[config.mk]
export PLATFORM = sky130hd
export DESIGN_NAME = blink_scheduler
export DESIGN_NICKNAME = d
export VERILOG_FILES = /design/src/rtl/blink_scheduler.sv
export SDC_FILE = /design/constraint.sdc
export NUM_CORES = 1
export LEC_CHECK = 0
export CAP_MARGIN = 0
export CORE_ASPECT_RATIO = 0.6
export CORE_MARGIN = 1.5
export CORE_UTILIZATION = 57
export DETAILED_ROUTE_END_ITERATION = 6
export PLACE_DENSITY = 0.94
export SETUP_SLACK_MARGIN = 0.4
export SLEW_MARGIN = 5
export SYNTH_ARGS = -nofsm -noshare
export SYNTH_HDL_FRONTEND = slang
export SYNTH_SLANG_ARGS = --single-unit
export TNS_END_PERCENT = 10
[constraint.sdc]
create_clock -name clk -period 4.7 [get_ports clk]
set_input_delay 0.705 -clock clk [delete_from_list [all_inputs] [get_ports clk]]
set_output_delay 0.705 -clock clk [all_outputs]
set_load 0.05 [all_outputs]
[src/rtl/blink_scheduler.sv]
// Phase-counter owner and per-channel blink mode sequencer for NCH downstream blinkers.
// Each channel decodes OFF/ON/BLINK/BURST from the shared counter into a blinker count/mask pair.
module blink_scheduler #(
    parameter int unsigned NCH = 4,
    parameter int unsigned CW  = 16
) (
    input  logic                 clk,
    input  logic                 rst,
    input  logic                 en,
    input  logic                 cfg_valid,
    output logic                 cfg_ready,
    input  logic [2:0]           cfg_chan,
    input  logic [1:0]           cfg_mode,
    input  logic [3:0]           cfg_rate,
    input  logic [3:0]           cfg_burst,
    output logic [NCH*CW-1:0]    ch_count,
    output logic [NCH*CW-1:0]    ch_mask,
    output logic [NCH-1:0]       blink,
    output logic [NCH-1:0]       busy
);

    localparam int unsigned MW = 2;
    localparam int unsigned RW = 4;
    localparam int unsigned BW = 4;

    localparam logic [MW-1:0] MODE_OFF   = 2'd0;
    localparam logic [MW-1:0] MODE_ON    = 2'd1;
    localparam logic [MW-1:0] MODE_BLINK = 2'd2;
    localparam logic [MW-1:0] MODE_BURST = 2'd3;

    typedef struct packed {
        logic [MW-1:0] mode;
        logic [RW-1:0] rate;
        logic [BW-1:0] remain;
    } chan_t;

    logic [CW-1:0] cnt_q;
    logic [CW-1:0] cnt_d;
    logic [CW-1:0] cnt_inc;
    logic          ready_d;
    logic          accept;
    chan_t         ch_q [NCH];
    chan_t         ch_d [NCH];

    // State register: counter, handshake and per-channel mode state.
    always_ff @(posedge clk) begin
        if (rst) begin
            cnt_q     <= '0;
            cfg_ready <= 1'b0;
            for (int unsigned i = 0; i < NCH; i++) begin
                ch_q[i] <= '0;
            end
        end else begin
            cnt_q     <= cnt_d;
            cfg_ready <= ready_d;
            for (int unsigned i = 0; i < NCH; i++) begin
                ch_q[i] <= ch_d[i];
            end
        end
    end

    // Next-state: falling-edge burst accounting first, then a config write overrides it.
    always_comb begin
        accept  = cfg_valid & cfg_ready;
        cnt_inc = cnt_q + CW'(1);
        cnt_d   = en ? cnt_inc : cnt_q;
        ready_d = ~accept;
        for (int unsigned i = 0; i < NCH; i++) begin
            ch_d[i] = ch_q[i];
            if ((ch_q[i].mode == MODE_BURST) && en &&
                cnt_q[ch_q[i].rate] && !cnt_inc[ch_q[i].rate]) begin
                ch_d[i].remain = ch_q[i].remain - BW'(1);
                if (ch_q[i].remain == BW'(1)) begin
                    ch_d[i].mode = MODE_OFF;
                end
            end
            if (accept && (cfg_chan == 3'(i))) begin
                ch_d[i].rate   = cfg_rate;
                ch_d[i].mode   = cfg_mode;
                ch_d[i].remain = '0;
                if (cfg_mode == MODE_BURST) begin
                    ch_d[i].remain = cfg_burst;
                    // An empty burst never starts.
                    if (cfg_burst == '0) begin
                        ch_d[i].mode = MODE_OFF;
                    end
                end
            end
        end
    end

    // Output decode from registered state only.
    always_comb begin
        ch_count = '0;
        ch_mask  = '0;
        blink    = '0;
        busy     = '0;
        for (int unsigned i = 0; i < NCH; i++) begin
            case (ch_q[i].mode)
                MODE_ON: begin
                    ch_count[i*CW +: CW] = CW'(1);
                    ch_mask[i*CW +: CW]  = CW'(1);
                    blink[i]             = 1'b1;
                end
                MODE_BLINK, MODE_BURST: begin
                    ch_count[i*CW +: CW] = cnt_q >> ch_q[i].rate;
                    ch_mask[i*CW +: CW]  = CW'(1);
                    blink[i]             = cnt_q[ch_q[i].rate];
                end
                default: begin
                    ch_count[i*CW +: CW] = '0;
                    ch_mask[i*CW +: CW]  = '0;
                    blink[i]             = 1'b0;
                end
            endcase
            busy[i] = (ch_q[i].mode == MODE_BURST);
        end
    end

endmodule

==> qor.csv <==
metric,value,unit
Yosys reg bits,57,
worst r2r path cells,8,
cts hold-fix bufs,0,
Ys Warns,0,
minimum clock period,4090,ps
setup ws final,615,ps
combinational power share,0.178,
metal1 wirelength,9270,um
RSZ-0062 raised after global routing,no,
root buffer cell,clkbuf_16,
Setup crit end kind,output port,
sequential share of power,0.349,
Fin Hold WS,476,ps
ANT nets after route,0,
switching power,464,uW
Critical Path Source,cnt_q[10]$_SDFFE_PP0P_,
Slew Limit Fails,0,
first-pass GRT wire length,35300,um
DR iter-0 viols,1252,
synthesized area,7090,um2
status,finished with violations,
die area,13100,um2
Unique masters post-synth,73,
initial antenna violation count,0,
clock latency on the worst-skew pair,330,ps
CTS tree,done,
dpl hpwl,15700,um
average routed wire per standard cell,19.2,um
clock transition at the registers of the reported paths,60,ps
fmax,245,MHz
number of CTS-inserted buffers,9,
Sw Ratio,0.323,
routed wl met2,9290,um
Reg2Reg Capture Point,ch_q[1][9]$_SDFFE_PP0P_,
most frequent cells in the layout,"nand2_1, nor2_1, clkdlybuf4s50_1",
worst hold path class,flip-flop to flip-flop,
Initial Util,0.586,
worst slack at placement,1010,ps
Final Skew,8.27,ps
LEAKAGE,0.00291,uW
Nets,1032,
H-tree depth,3,
clock power share,0.473,
internal power,972,uW
vias in the first global route,6828,
CP endpoint,ch_count[21],
Pwr Density,179,nW/um2
postcts setup bufs,0,
violations in the final reports,DRC,
Peak supply drop,0.000157,V
area grow syn2layout,13.2,%
highest net fanout along the worst path,16,
Post-synth top flop,dfxtp_1,
Overflow after GRT,0,
Final Core Density,0.663,
Ports,154,
clock sinks,57,
Routed WL,22600,um
syn avg cell area,7.22,um2
Hold Path Depth,1,
Top Metal Used,met4,
"Hold Violations, Final",0,
gpl congestion,1.01,
All-Layer GR Usage,0.336,
met3 wire length,3170,um
Die Height,89.4,um
maxcap violations,0,
# port buffers,93,
# setup viols final,0,
Post-CTS Resized,0,
die span in x,147,um
max_slew headroom,0.229,
"FFs w/ async S/R, synth",0,
layout cells sized above 1,0.0999,
largest net degree at the start of global routing,30,
FF-to-FF setup slack,730,ps
"EDFF count, synth",0,
Tightest Pin Transition,1150,ps
FP Rows,31,
vias per cell,6.42,
arrival time at the worst endpoint,3380,ps
worst path required time,3990,ps
Final Cycle Share,0.869,
Residual DRC,1,
n_diodes,0,
DR vias,7547,
"commonest non-fill, non-tap cell in the layout",nand2_1,
drt first pass iters,7,
Post-Synthesis Cells,982,
worst r2r src,cnt_q[10]$_SDFFE_PP0P_,
core area,12100,um2
sequential fraction of the synthesis area,0.161,
Max clock buf depth,2,
Setup CP Type,flip-flop to output port,
Startpoint Class,flip-flop,
total negative slack,0,ps
## metrics by stage
step | std cells | power, uW | instance area, um2
finish | 1176 | 1440 | 8020
floorplan | 1041 | 746 | 7310
CTS | 1176 | 1420 | 8020
detailed placement | 1160 | 759 | 7730
global route | 1176 | 1460 | 8020
global placement | 1160 | 755 | 7730
## Yosys cell counts (20+ instances only)
| master | number | area share |
|---|---|---|
| nand2_1 | 130 | 0.069 |
| nor2_1 | 104 | 0.055 |
| buf_4 | 66 | 0.070 |
| a21oi_1 | 60 | 0.042 |
| dfxtp_1 | 57 | 0.16 |
| clkbuf_1 | 54 | 0.029 |
| mux2i_1 | 48 | 0.068 |
| and2_1 | 30 | 0.026 |
| o21ai_0 | 30 | 0.021 |
| nand3_1 | 27 | 0.019 |
| mux2_2 | 25 | 0.040 |
| buf_2 | 24 | 0.017 |
| mux4_2 | 21 | 0.067 |
| o22ai_1 | 21 | 0.019 |
| inv_1 | 20 | 0.011 |
## sequential cells by signal (all words and copies together), names as in the netlist
register,flops
ch_q,40
cfg_ready,1
cnt_q,16
## logic make-up after synthesis
family / Yosys count / share of synthesized area
fa+ha+maj: 9 / 0.0159
compound gates: 219 / 0.213
mux: 94 / 0.174
simple gates: 393 / 0.266
other cells: 1 / 0.000529
flops: 57 / 0.161
buf+inv: 182 / 0.136
xor+xnor: 27 / 0.0334
## area by class of cell
cell class | count | area, um2
clock buffer | 11 | 243
timing repair buffer | 114 | 1090
inverter | 22 | 82.6
fill | 1030 | 4080
sequential | 57 | 1140
tap | 165 | 206
clock inverter | 5 | 55.1
multi-input combinational | 802 | 5210
## worst min path at each step
stage                                 start                       to  slack [ps]
global route           cfg_ready$_SDFF_PP0_     cfg_ready$_SDFF_PP0_         500
floorplan           ch_q[0][3]$_SDFFE_PP0P_  ch_q[0][3]$_SDFFE_PP0P_         470
CTS                    cfg_ready$_SDFF_PP0_     cfg_ready$_SDFF_PP0_         470
global placement       cfg_ready$_SDFF_PP0_     cfg_ready$_SDFF_PP0_         440
detailed placement     cfg_ready$_SDFF_PP0_     cfg_ready$_SDFF_PP0_         450
finish                 cfg_ready$_SDFF_PP0_     cfg_ready$_SDFF_PP0_         480
## routing by layer
metal	vias up	global-route usage
li1	3434	-
met1	3360	0.451
met2	638	0.523
met3	115	0.0842
met4	0	0.138
met5	-	0
## critical path, cell delays in order, from the launching register on
cell	delay, ps
dfxtp_1	850
inv_1	380
o211a_1	310
a21oi_1	250
mux2i_1	140
o22ai_1	160
and2_1	150
clkdlybuf4s50_1	800
## power by group through the flow
| stage | Clock (uW) | Combinational [uW] | Sequential (uW) |
|---|---|---|---|
| finish | 680 | 256 | 502 |
| global route | 689 | 267 | 503 |
| CTS | 668 | 249 | 501 |
| detailed placement | 0 | 247 | 512 |
| global placement | 0 | 244 | 511 |
| floorplan | 0 | 241 | 505 |
Power figures use the tool's default switching activity.
